File: config.mk
export PLATFORM = sky130hd
export DESIGN_NAME = nd_iterator
export DESIGN_NICKNAME = d
export VERILOG_FILES = /design/src/rtl/nd_iterator_pkg.sv /design/src/rtl/nd_step.sv /design/src/rtl/nd_iterator.sv
export SDC_FILE = /design/constraint.sdc
export NUM_CORES = 1
export LEC_CHECK = 0
export BUFFER_PORTS_ARGS = -buffer_cell sky130_fd_sc_hd__buf_2
export CORE_AREA = 2 2 133 135
export CTS_CLUSTER_DIAMETER = 100
export DETAILED_ROUTE_END_ITERATION = 8
export DIE_AREA = 0 0 135 137
export PLACE_DENSITY = 0.45
export SETUP_SLACK_MARGIN = 0.02
export SLEW_MARGIN = 20
export SYNTH_ARGS = -nofsm -noshare
export SYNTH_HDL_FRONTEND = slang
export SYNTH_SLANG_ARGS = --single-unit
File: constraint.sdc
create_clock -name i_clk -period 5.8 [get_ports i_clk]
set_input_delay 0.58 -clock i_clk [delete_from_list [all_inputs] [get_ports i_clk]]
set_output_delay 0.58 -clock i_clk [all_outputs]
set_load 0.02 [all_outputs]
File: src/rtl/nd_iterator_pkg.sv
// Shared types and default geometry for the N-dimensional loop iterator.
package nd_iterator_pkg;

    typedef enum logic {
        IDLE = 1'b0,
        RUN  = 1'b1
    } state_e;

    localparam int BW_DEFAULT  = 8;
    localparam int DIM_DEFAULT = 2;

endpackage

File: src/rtl/nd_step.sv
// Combinational step of the iterator: per-dim add and wrap detect, carry chain
// from the innermost dim outward, one-hot wrap depth and next-coordinate mux.
module nd_step
    import nd_iterator_pkg::*;
#(
    parameter int BW          = BW_DEFAULT,
    parameter int DIM         = DIM_DEFAULT,
    parameter int UNIT_STRIDE = 0
) (
    input  logic [DIM-1:0][BW-1:0] cur_i,
    input  logic [DIM-1:0][BW-1:0] beg_i,
    input  logic [DIM-1:0][BW-1:0] stride_i,
    input  logic [DIM-1:0][BW-1:0] end_i,
    output logic [DIM-1:0][BW-1:0] nxt_o,
    output logic [DIM:0]           sel_ret_o
);

    logic          chain;
    logic [BW-1:0] step;
    logic [BW-1:0] sum;

    // NOTE: every variable gets a default before the loop so no path infers a latch.
    always_comb begin
        chain     = 1'b1;
        step      = '0;
        sum       = '0;
        nxt_o     = cur_i;
        sel_ret_o = '0;
        // k counts dims from the innermost; chain is true while all inner dims wrap.
        for (int k = 0; k < DIM; k++) begin
            step = (UNIT_STRIDE != 0) ? BW'(1) : stride_i[DIM-1-k];
            sum  = cur_i[DIM-1-k] + step;
            if (chain) begin
                nxt_o[DIM-1-k] = (sum == end_i[DIM-1-k]) ? beg_i[DIM-1-k] : sum;
            end
            sel_ret_o[k] = chain && (sum != end_i[DIM-1-k]);
            chain        = chain && (sum == end_i[DIM-1-k]);
        end
        sel_ret_o[DIM] = chain;
    end

endmodule

File: src/rtl/nd_iterator.sv
// N-dimensional loop iterator: registers, IDLE/RUN FSM and src/dst handshakes.
// Optional coordinate counter output o_count enabled by ND_ITERATOR_COUNT_EN.
module nd_iterator
    import nd_iterator_pkg::*;
#(
    parameter int BW          = BW_DEFAULT,
    parameter int DIM         = DIM_DEFAULT,
    parameter int UNIT_STRIDE = 0
) (
    input  logic                   i_clk,
    input  logic                   i_rst,
    input  logic                   src_rdy,
    output logic                   src_ack,
    input  logic [DIM-1:0][BW-1:0] i_beg,
    input  logic [DIM-1:0][BW-1:0] i_stride,
    input  logic [DIM-1:0][BW-1:0] i_end,
    output logic                   dst_rdy,
    input  logic                   dst_ack,
    output logic [DIM-1:0][BW-1:0] o_id,
`ifdef ND_ITERATOR_COUNT_EN
    output logic [BW-1:0]          o_count,
`endif
    output logic [DIM:0]           o_sel_ret,
    output logic                   o_last
);

    state_e                 state_q, state_d;
    logic [DIM-1:0][BW-1:0] beg_q, beg_d;
    logic [DIM-1:0][BW-1:0] stride_q, stride_d;
    logic [DIM-1:0][BW-1:0] end_q, end_d;
    logic [DIM-1:0][BW-1:0] cur_q, cur_d;
    logic [DIM-1:0][BW-1:0] nxt_id;
    logic [DIM:0]           step_sel;
    logic                   run;
    logic                   xfer;
    logic                   zero_trip;

    nd_step #(
        .BW          (BW),
        .DIM         (DIM),
        .UNIT_STRIDE (UNIT_STRIDE)
    ) u_step (
        .cur_i     (cur_q),
        .beg_i     (beg_q),
        .stride_i  (stride_q),
        .end_i     (end_q),
        .nxt_o     (nxt_id),
        .sel_ret_o (step_sel)
    );

    // Outputs come from registers only; wrap info is masked outside RUN.
    assign run       = (state_q == RUN);
    assign dst_rdy   = run;
    assign o_id      = cur_q;
    assign o_sel_ret = run ? step_sel : '0;
    assign o_last    = o_sel_ret[DIM];
    assign xfer      = run & dst_ack;
    assign src_ack   = i_rst & src_rdy & (~run | (xfer & o_last));

    always_comb begin
        zero_trip = 1'b0;
        for (int d = 0; d < DIM; d++) begin
            if (i_beg[d] == i_end[d]) begin
                zero_trip = 1'b1;
            end
        end
    end

    always_comb begin
        state_d  = state_q;
        beg_d    = beg_q;
        stride_d = stride_q;
        end_d    = end_q;
        cur_d    = cur_q;
        if (src_ack) begin
            beg_d    = i_beg;
            stride_d = i_stride;
            end_d    = i_end;
            cur_d    = i_beg;
            state_d  = zero_trip ? IDLE : RUN;
        end else if (xfer) begin
            if (o_last) begin
                state_d = IDLE;
            end else begin
                cur_d = nxt_id;
            end
        end
    end

    // NOTE: sequential state uses non-blocking assignments so all registers update together.
    always_ff @(posedge i_clk or negedge i_rst) begin
        if (!i_rst) begin
            state_q  <= IDLE;
            beg_q    <= '0;
            stride_q <= '0;
            end_q    <= '0;
            cur_q    <= '0;
        end else begin
            state_q  <= state_d;
            beg_q    <= beg_d;
            stride_q <= stride_d;
            end_q    <= end_d;
            cur_q    <= cur_d;
        end
    end

`ifdef ND_ITERATOR_COUNT_EN
    logic [BW-1:0] count_q, count_d;

    always_comb begin
        count_d = count_q;
        if (src_ack) begin
            count_d = '0;
        end else if (xfer && !o_last) begin
            count_d = count_q + BW'(1);
        end
    end

    always_ff @(posedge i_clk or negedge i_rst) begin
        if (!i_rst) begin
            count_q <= '0;
        end else begin
            count_q <= count_d;
        end
    end

    assign o_count = count_q;
`endif

endmodule

Word-level counts from Yosys, hierarchy flattened --
Index checks and enable logic that the tools add are counted.
Storage, ports and cells: register bits 65, output and inout port bits 22, word-level logic and storage cells 45
Operators by class: add/sub/neg operators 2, eq/ne operators 7, multiplexer cells 13, bitwise operators 6, reductions and logical operators 8
Operator list (count):
- $mux 16 | 3
- $eq 8x8->1 | 4
- $mux 8 | 3
- $add 8x8->8 | 2
- $ne 8x8->1 | 2
- $mux 1 | 6
- $reduce_bool 2->1 | 3
- $and 1x1->1 | 4
- $reduce_and 2->1 | 2
- $mux 3 | 1
- $reduce_and 3->1 | 1
- $logic_and 1x1->1 | 2
- $ne 2x2->1 const B | 1
- $not 1->1 | 1
- $or 1x1->1 | 1

Longest topological paths before layout --
Gate-level depths: netlist of run 1.
word-level depth 9, depth in mapped cells 13

Modules after synthesis --
Synthesis of run 1 repeated with hierarchy kept, for this count alone.
Second synthesis, totals: cell total of the unflattened synthesis 376, area total of the unflattened synthesis 4192.8 sq um
Modules (own cells, without submodules):
- nd_iterator | instances 1, cells an instance 204, area an instance 2820.2 sq um
- nd_step | instances 1, cells an instance 172, area an instance 1372.6 sq um

Least setup slack after synthesis of run 1 --
Ideal clock, no wire load.
path type flip-flop to output port, start point reg cur_q (netlist bit o_id[0]), end point out o_sel_ret[2], data arrival time 3309 ps, required time 5220 ps, slack 1911 ps, cell stages (with the launch flop) 11, cell sequence dfrtp_1 -> ha_1 -> fa_1 -> xor2_1 -> a2111oi_2 -> nand4_1 -> nor4_4 -> nand3_4 -> buf_2 -> nor3_1 -> buf_4
Between the ends: word-level cells in the longest chain between the ends 4
Ends and longest elaborated chain:
- start, declared | line nd_iterator.sv:31 | logic [DIM-1:0][BW-1:0] cur_q, cur_d;
- start signal, assigned | line nd_iterator.sv:103 | cur_q <= cur_d;
- $add 8x8->8 | line nd_step.sv:32 | sum = cur_i[DIM-1-k] + step;
- $eq 8x8->1 | line nd_step.sv:37 | chain = chain && (sum == end_i[DIM-1-k]);
- $logic_and 1x1->1 | line nd_step.sv:37
- $mux 3 | line nd_iterator.sv:55 | assign o_sel_ret = run ? step_sel : '0;
- end, declared | line nd_iterator.sv:23 | output logic [DIM:0] o_sel_ret,
Every way passes these cells.

Worst setup path after layout of run 1 --
start point reg cur_q (netlist bit o_id[0]), end point out src_ack
Between the ends: word-level cells in the longest chain between the ends 7
Ends and longest elaborated chain:
- $add 8x8->8 | line nd_step.sv:32
- $eq 8x8->1 | line nd_step.sv:37
- $logic_and 1x1->1 | line nd_step.sv:37
- $mux 3 | line nd_iterator.sv:55
- $and 1x1->1 | line nd_iterator.sv:58 | assign src_ack = i_rst & src_rdy & (~run | (xfer & o_last));
- $or 1x1->1 | line nd_iterator.sv:58
- $and 1x1->1 | line nd_iterator.sv:58
- end, declared | line nd_iterator.sv:13 | output logic src_ack,
Every way passes these cells.

==> results of run 1 <==
final cells by class:
class	instances	area [µm²]	share of cell area, %
Clock inverter	5	78.8	1.55
Clock buffer	11	243	4.77
Timing Repair Buffer	77	395	7.77
Multi-Input combinational cell	295	2440	48.0
Inverter	5	18.8	0.369
Tap cell	225	282	5.54
Sequential cell	65	1630	32.0
logic make-up after synthesis:
kind of cell	share of synthesized area, %
simple gates	12.7
compound gates	14.2
flops	38.9
mux	15.5
xor+xnor	11.0
buf+inv	2.69
fa+ha+maj	5.15
power by group:
| group | switching, mW | internal (mW) | total [mW] |
|---|---|---|---|
| logic | 0.622 | 0.547 | 1.17 |
| clock network | 0.200 | 0.387 | 0.587 |
| registers | 0.0973 | 0.568 | 0.665 |
final timing paths:
| kind | from | end | slack, ns | cells past startpoint |
|---|---|---|---|---|
| max | o_id[0]$_DFFE_PN0P_ | src_ack | 1.40 | 9 |
| min | i_rst | beg_q[15]$_DFFE_PN0P_ | 0.08 | 1 |
| max reg2reg | o_id[0]$_DFFE_PN0P_ | end_q[0]$_DFFE_PN0P_ | 1.56 | 10 |
| min reg2reg | o_id[0]$_DFFE_PN0P_ | o_id[0]$_DFFE_PN0P_ | 0.50 | 2 |
| max in group asynchronous | i_rst | beg_q[7]$_DFFE_PN0P_ | 4.67 | 2 |
| min in group i_clk | i_stride[5] | stride_q[5]$_DFFE_PN0P_ | 0.48 | 2 |
cells in the final DEF, fill, tap and decap left out, drive strengths merged, types with 3 or more instances in the layout:
master and n:
buf 77, dfrtp 65, mux2 53, nand2 24, xnor2 21, xor2 21, o21ai 19, a21oi 16
ha 14, nor2 11, clkbuf 11, nor2b 10, nand4 8, a211oi 6, inv 5, a31oi 5
and3 5, mux2i 5, and2 5, or3 5, nand3 5, o21a 4, a211o 4, nor4 4
nor3 4, o31ai 4, xnor3 3, a21o 3, nor3b 3, a2bb2oi 3, a221oi 3, clkinv 3
through the flow:
step	worst slack, ns	hold slack, ns	util, %
6_report	1.40	0.0791	29.8
5_1_grt	1.17	0.0723	29.8
4_1_cts	1.35	0.0714	29.8
3_5_place_dp	1.52	0.429	27.9
3_3_place_gp	1.65	0.429	27.9
2_1_floorplan	1.91	0.284	-
worst max-delay path, stage by stage (launching register included):
cell	delay (ns)
dfrtp_1	0.38
ha_1	0.23
fa_1	0.47
xor2_1	0.20
a2111oi_2	0.29
nand4_1	0.20
nor4_4	0.38
nand3_4	0.27
o31ai_4	0.75
buf_2	0.30
metal layers:
metal,global-route usage [%],wire length (µm),share of wire [%]
met4,3.65,87,0.78
met2,21.3,5440,49
met5,0,0,0
met3,3.22,515,4.6
met1,16.2,5070,46
sequential cells by signal, summed over array words and instances (netlist names):
register	count
beg_q	16
end_q	16
o_id	16
stride_q	16
dst_rdy	1
==> run_results.csv, run 1 <==
group,metric,value,unit
die,die_x,135,µm
synthesis,synth-seq-area-share,38.9,%
detailed_routing,drc,0,
global_routing,grt_max_degree,63,
sta,hold_violations,0,
synthesis,synthCells,383,
pwr,power_density,476,mW/mm²
detailed_routing,wl_per_cell,16.3,µm
synthesis,synth_most_common_cell,"dfrtp_1",
sta,relSlewSlack,27.1,%
finish,drive_gt1_share,33.6,%
synthesis,netlist_top_cells_area,"dfrtp_1, mux2_2, xnor2_1",
setup_path,critPathMaxFanout,18,
finish,fillerInstances,1813,
sta,drv_slew,0,
detailed_routing,drtAntennaViolNets,0,
synthesis,synth_ff_type,"dfrtp_1",
pwr,cellLeakagePower,2.28,nW
pwr,vdd_drop_max,0.183,mV
sta,rsz0062_at_grt,"no",
global_routing,track_usage,12.7,%
clocking,postCtsSetupRepairBufs,0,
clocking,worstSkewPairLatency,0.33,ns
die,io_pins,74,
sta,fmax,228,MHz
die,start_util,24.5,%
sta,finalCriticalPeriod,4.40,ns
die,fp.dieH,137,µm
synthesis,ys_ff_latch,65,
synthesis,yosysTopAreaCell,"dfrtp_1",
status,status,"finished clean",
placement,gp_congestion,0.869,
job,cap_violations,0,
clocking,cts_tree,"done",
placement,dp_cells,667,
clocking,cts_inserted_buffers,9,
clocking,htreeDepth,3,
setup_path,crit_arrival,3.82,ns
setup_path,startpoint_type,"flop",
min_path,min-delay-path-class,"primary input to async pin",
global_routing,first_global_vias,3337,
synthesis,ys_types,59,
sta,period_share,75.8,%
clocking,clock_sinks,65,
synthesis,yosysWarnings,0,
sta,setup_viol,0,
synthesis,ys_async_sr_fraction,100,%
global_routing,grt-ovfl-total,0,
synthesis,synth-edff-count,0,
synthesis,syn_area,0.00418,mm²
finish,stdcell_area,0.00509,mm²
pwr,finalPower,2.42,mW
sta,finalSetupTns,0,ns
finish,fin_nets,521,
sta,tightest_slew,1.09,ns
setup_path,critPathRequiredTime,5.22,ns
finish,syn2layout_area_growth,21.6,%
clocking,clock_path_buffers,2,
placement,dpl_cell_area,0.00476,mm²
clocking,post_cts_resize_count,0,
detailed_routing,wl,11.1,mm
detailed_routing,viasPerCell,4.72,
detailed_routing,first_pass_iters,5,
synthesis,netlist_top_cells_count,"dfrtp_1, mux2_2, nand2_1, xnor2_1, xor2_1",
setup_path,cp-end-kind,"primary output",
placement,place_hpwl,8.41,mm
clocking,cts_root_buf,"clkbuf_16",
synthesis,synth_nets,451,
detailed_routing,drtIter0Drc,197,
clocking,cts_hold_buf,0,
placement,port_buffers,73,
global_routing,antenna_found_initial,0,
global_routing,grt_pass1_wl,18.0,mm
finish,insertedDiodeCount,0,
die,core,0.0171,mm²
sta,fin_worst_skew,0.00845,ns
detailed_routing,vias,3223,
finish,fin_cells,683,
setup_path,crit_type,"flop to primary output",
synthesis,avgSynthCellArea,10.9,µm²
clocking,path_clk_slew,0.06,ns
die,num_rows,48,
die,dieArea,0.0185,mm²
synthesis,yosysTopAreaCellShare,38.9,%
(Power assumes the default switching activity.)
==> inputs of run 2 (changes only) <==
==> constraint.sdc (replaced) <==
create_clock -name i_clk -period 4.5 [get_ports i_clk]
set_input_delay 0.45 -clock i_clk [delete_from_list [all_inputs] [get_ports i_clk]]
set_output_delay 0.45 -clock i_clk [all_outputs]
set_load 0.02 [all_outputs]
==> run 2 against run 1 <==
Effect of this change: first-iteration DRC count shrank 31%; combinational power grew 30%; wire length grew 2.3%; power grew 25%; clock power grew 12%; worst setup slack lost 0.98 ns; die area is the same; global-route usage grew 0.22 points; count of clock-buffer cells in the layout grew 2; largest cell class unchanged.
==> run_results.csv, run 2 (synthesis gave the netlist of run 1 again) <==
group,metric,value,unit
status,status,"finished clean",
clocking,cts_inserted_buffers,9,
detailed_routing,vias,3189,
clocking,path_clk_slew,0.05,ns
sta,tightest_slew,0.813,ns
finish,insertedDiodeCount,0,
die,dieArea,0.0185,mm²
finish,seqCellArea,0.00163,mm²
clocking,cts_tree,"done",
global_routing,grt_max_degree,49,
global_routing,grt-ovfl-total,0,
finish,drive_gt1_share,33.8,%
setup_path,r2r_cells,10,
pwr,vdd_drop_max,0.243,mV
die,start_util,24.5,%
job,cap_violations,0,
global_routing,first_global_vias,3335,
clocking,cts_root_buf,"clkbuf_16",
die,fp.dieH,137,µm
pwr,finalPower,3.04,mW
finish,final_common_cell,"buf_2",
sta,fin_worst_skew,0.00643,ns
finish,stdcell_area,0.00507,mm²
finish,fin_cells,686,
finish,multi_input_area,0.00244,mm²
pwr,cellLeakagePower,2.28,nW
die,die_x,135,µm
clocking,clock_sinks,65,
setup_path,r2r_end,"beg_q[2]$_DFFE_PN0P_",
sta,rsz0062_at_grt,"no",
sta,finalSetupTns,0,ns
global_routing,grt_pass1_wl,18.3,mm
setup_path,cp-end-kind,"primary output",
placement,dpl_cell_area,0.00480,mm²
setup_path,critPathRequiredTime,4.05,ns
finish,fillerInstances,1832,
setup_path,crit_type,"flop to primary output",
detailed_routing,first_pass_iters,4,
clocking,post_cts_resize_count,0,
setup_path,crit_arrival,3.63,ns
detailed_routing,drtIter0Drc,136,
detailed_routing,viasPerCell,4.65,
global_routing,antenna_found_initial,0,
detailed_routing,wl_per_cell,16.6,µm
clocking,clock_path_buffers,2,
detailed_routing,drc,0,
placement,place_hpwl,8.66,mm
sta,worst_slack,0.423,ns
clocking,postCtsSetupRepairBufs,0,
finish,final_cell_mix,"buf_2, dfrtp_1, mux2_2",
die,io_pins,74,
sta,drv_slew,0,
setup_path,r2r-start,"o_id[0]$_DFFE_PN0P_",
placement,post-place-ws,0.739,ns
setup_path,startpoint_type,"flop",
setup_path,critPathMaxFanout,48,
pwr,power_frac_comb,50.1,%
pwr,switching_share,39.1,%
min_path,min-delay-path-class,"primary input to async pin",
sta,hold_violations,0,
sta,period_share,90.6,%
sta,relSlewSlack,44.4,%
finish,fin_nets,524,
sta,setup_viol,0,
placement,port_buffers,73,
pwr,intPower,1.85,mW
placement,dp_cells,670,
pwr,pwr-share-seq,28.3,%
finish,final_core_util,29.8,%
finish,syn2layout_area_growth,21.4,%
global_routing,track_usage,12.9,%
sta,finalCriticalPeriod,4.08,ns
setup_path,r2r_slack,0.88,ns
sta,holdWs,0.0958,ns
placement,gp_congestion,0.837,
pwr,power_density,598,mW/mm²
pwr,pwr-share-clk,21.6,%
sta,fmax,245,MHz
pwr,power.switching,1.19,mW
die,core,0.0171,mm²
detailed_routing,drtAntennaViolNets,0,
clocking,cts_hold_buf,0,
die,num_rows,48,
clocking,htreeDepth,3,
clocking,worstSkewPairLatency,0.33,ns
detailed_routing,wl,11.4,mm
==> run 2: worst max-delay path by stage <==
stage / cells past startpoint / slack, ns / startpoint / endpoint
finish: 10 / 0.42 / o_id[0]$_DFFE_PN0P_ / src_ack
global route: 10 / 0.20 / o_id[0]$_DFFE_PN0P_ / src_ack
CTS: 10 / 0.38 / o_id[0]$_DFFE_PN0P_ / src_ack
detailed placement: 10 / 0.74 / o_id[0]$_DFFE_PN0P_ / src_ack
global placement: 10 / 0.76 / o_id[0]$_DFFE_PN0P_ / src_ack
floorplan: 10 / 0.74 / o_id[0]$_DFFE_PN0P_ / o_sel_ret[2]
==> run 2: layer usage <==
| metal | GRT usage (%) | up-vias | share of wire, % |
|---|---|---|---|
| met3 | 2.89 | 8 | 4.0 |
| li1 | - | 1560 | - |
| met1 | 16.5 | 1547 | 45 |
| met2 | 21.9 | 74 | 49 |
| met5 | 0 | - | 0 |
| met4 | 3.99 | 0 | 1.2 |
==> run 2: power by group through the flow <==
stage	registers, mW	logic, mW	clock network (mW)
after CTS	0.863	1.53	0.677
after global placement	0.868	1.51	0
after detailed placement	0.873	1.52	0
after floorplan	0.918	1.09	0
after global routing	0.886	1.68	0.703
final	0.860	1.52	0.655
==> run 2: cell type report <==
class                           instances  area share [%]
Inverter                                5           0.370
Sequential cell                        65            32.1
Clock buffer                           13            5.13
Multi-Input combinational cell        295            48.1
Clock inverter                          3           0.296
Tap cell                              225            5.55
Timing Repair Buffer                   80            8.48
==> run 2: critical path: stages, from the launching register on <==
cell       delay [ns]
dfrtp_1          0.39
ha_1             0.23
fa_1             0.47
xor2_1           0.20
a2111oi_2        0.27
nand4_1          0.18
nor4_4           0.38
nand3_4          0.27
o31ai_4          0.38
buf_12           0.27
buf_2            0.22
==> inputs of run 3 (changes only) <==
--- a/config.mk
+++ b/config.mk
@@ -10,9 +10,10 @@
 export CTS_CLUSTER_DIAMETER = 100
 export DETAILED_ROUTE_END_ITERATION = 8
 export DIE_AREA = 0 0 135 137
-export PLACE_DENSITY = 0.45
+export PLACE_DENSITY = 0.46
 export SETUP_SLACK_MARGIN = 0.02
 export SLEW_MARGIN = 20
 export SYNTH_ARGS = -nofsm -noshare
 export SYNTH_HDL_FRONTEND = slang
+export SYNTH_HIERARCHICAL = 1
 export SYNTH_SLANG_ARGS = --single-unit
==> run 3 against run 2 <==
Effect of this change: first-iteration DRC count down 12%; sequential power is essentially flat; sequential share of layout area increased by 0.12 points; final area down 0.37%; register-to-register slack got worse by 0.33 ns; worst setup slack worse by 0.12 ns; highest routed layer unchanged.
==> run_results.csv, run 3 <==
group,metric,value,unit
setup_path,path_buf_inv,1,
sta,tightest_slew,0.862,ns
synthesis,synth-edff-count,0,
die,fp.dieH,137,µm
synthesis,synth_most_common_cell,"dfrtp_1",
job,cap_violations,0,
clocking,clock_path_buffers,2,
setup_path,critPathMaxFanout,7,
clocking,postCtsSetupRepairBufs,0,
synthesis,avgSynthCellArea,11.2,µm²
synthesis,yosysWarnings,6,
placement,place_hpwl,8.36,mm
sta,rsz0062_at_grt,"no",
finish,final_cell_mix,"buf_2, dfrtp_1, mux2_2",
sta,hold_violations,0,
setup_path,critPathTopFamily,"compound AO/OA/AOI/OAI gates",
setup_path,cp-end-kind,"primary output",
synthesis,synth_mux_area_share,17.2,%
setup_path,critPathRequiredTime,4.05,ns
synthesis,synth-compound-area-share,12.8,%
synthesis,netlist_top_cells_area,"dfrtp_1, mux2_2, xnor2_1",
detailed_routing,drtAntennaViolNets,0,
sta,period_share,93.3,%
sta,drv_slew,0,
synthesis,yosysTopAreaCell,"dfrtp_1",
setup_path,slowest_stage,"fa_1",
global_routing,grt-ovfl-total,0,
detailed_routing,vias,3116,
global_routing,grt_pass1_wl,18.4,mm
global_routing,grt_max_degree,66,
global_routing,track_usage,13.0,%
placement,gp_congestion,0.816,
sta,worst_slack,0.301,ns
detailed_routing,drtIter0Drc,120,
synthesis,ys_ff_latch,65,
placement,post-place-ws,0.381,ns
sta,relSlewSlack,42.5,%
synthesis,ys_types,54,
clocking,path_clk_slew,0.06,ns
synthesis,yosysTopAreaCellShare,38.8,%
die,num_rows,48,
synthesis,synth_nets,444,
min_path,min-delay-path-class,"primary input to async pin",
synthesis,synth_simple_gate_area_share,9.61,%
synthesis,synth_fa_ha_area_share,5.13,%
sta,finalSetupTns,0,ns
synthesis,syn_area,0.00419,mm²
setup_path,path_cells,"ha_1 -> fa_1 -> a211oi_2 -> o21ai_0 -> a211o_1 -> nor4b_4 -> nand3_2 -> nor3_2 -> nand2_1 -> a21oi_4 -> buf_2",
synthesis,netlist_top_cells_count,"dfrtp_1, mux2_2, a21oi_1, nor2_1, xnor2_1",
detailed_routing,drc,0,
sta,fmax,238,MHz
die,die_x,135,µm
clocking,cts_root_buf,"clkbuf_16",
detailed_routing,wl,11.3,mm
setup_path,crit_type,"flop to primary output",
finish,drive_gt1_share,35.5,%
clocking,cts_tree,"done",
clocking,worstSkewPairLatency,0.33,ns
synthesis,ys_async_sr_fraction,100,%
clocking,htreeDepth,3,
setup_path,startpoint_type,"flop",
sta,fin_worst_skew,0.00672,ns
die,dieArea,0.0185,mm²
finish,fin_cells,680,
detailed_routing,viasPerCell,4.58,
global_routing,first_global_vias,3326,
finish,final_common_cell,"buf_2",
finish,fin_nets,517,
setup_path,crit_arrival,3.75,ns
sta,finalCriticalPeriod,4.20,ns
global_routing,antenna_found_initial,1,
synthesis,synth-seq-area-share,38.8,%
pwr,power_density,647,mW/mm²
clocking,cts_inserted_buffers,9,
synthesis,synth_top_family_by_area,"multiplexers",
die,io_pins,74,
synthesis,synthCells,376,
synthesis,synth_xor_area_share,11.4,%
placement,port_buffers,73,
status,status,"finished clean",
setup_path,slowest_delay,0.43,ns
finish,syn2layout_area_growth,20.6,%
die,core,0.0171,mm²
pwr,vdd_drop_max,0.276,mV
detailed_routing,wl_per_cell,16.6,µm
sta,setup_viol,0,
placement,dp_cells,663,
detailed_routing,first_pass_iters,4,
sta,holdWs,0.348,ns
clocking,clock_sinks,65,
synthesis,synth_ff_type,"dfrtp_1",
pwr,cellLeakagePower,2.15,nW
die,start_util,24.6,%
[run 3: changes by cell type in the layout (fill, tap and decap cells not counted), moves of 4 or more]
| cell | change |
|---|---|
| nand4_1 | -7 |
| nor2_1 | +19 |
| nor2b_1 | -8 |
| nand2_1 | -11 |
| a21oi_1 | +13 |
| mux2i_1 | +11 |
| o21ai_0 | -9 |
| a211oi_1 | -4 |
[run 3: metal layers]
layer  global-route usage [%]  wire (µm)  vias up
li1                         -          -     1514
met4                     3.53        121        0
met3                     3.59        558        7
met5                        0          0        -
met1                     16.4       5030     1521
met2                     21.8       5590       74
[run 3: worst paths after layout]
kind	start	slack, ns	endpoint	cells after the start
setup / recovery	o_id[0]$_DFFE_PN0P_	0.30	src_ack	11
hold / removal	i_rst	0.35	end_q[9]$_DFFE_PN0N_	2
setup reg to reg	o_id[0]$_DFFE_PN0P_	0.55	beg_q[15]$_DFFE_PN0N_	12
hold reg to reg	beg_q[0]$_DFFE_PN0N_	0.50	beg_q[0]$_DFFE_PN0N_	1
max in group asynchronous	i_rst	3.60	beg_q[3]$_DFFE_PN0N_	2
min in group i_clk	i_stride[2]	0.35	stride_q[2]$_DFFE_PN0N_	2
[run 3: metrics by stage]
step | instance area, µm² | util [%] | total power [mW]
floorplan | 4190 | - | 2.15
global placement | 4750 | 27.8 | 2.58
detailed placement | 4750 | 27.8 | 2.59
CTS | 5040 | 29.6 | 3.30
global route | 5050 | 29.6 | 3.53
finish | 5060 | 29.6 | 3.27
[run 3: power breakdown]
group	internal, mW	switching, mW
sequential	0.732	0.130
combinational	0.774	0.948
clock	0.434	0.255
[run 3: logic make-up after synthesis]
kind of cell,count (synthesis)
adders and majority gates,16
AOI/OAI and AO/OA,80
buffers and inverters,24
and+or+nand+nor,78
xor gates and xnor gates,47
muxes,66
DFF,65
[run 3: layout make-up]
| type | instances | area [µm²] |
|---|---|---|
| fill | 1851 | 12000 |
| multi-input combinational | 287 | 2380 |
| sequential | 65 | 1630 |
| timing repair buffer | 81 | 450 |
| clock buffer | 15 | 288 |
| tap | 225 | 282 |
| inverter | 5 | 21.3 |
| clock inverter | 1 | 7.51 |
| antenna | 1 | 2.50 |
[run 3: repair_timing]
item / CTS / global route
hold buffers: 0 / 0
gates resized for setup: 0 / 2
hold endpoints to repair: 0 / 0
endpoints found under the setup margin: 0 / 1
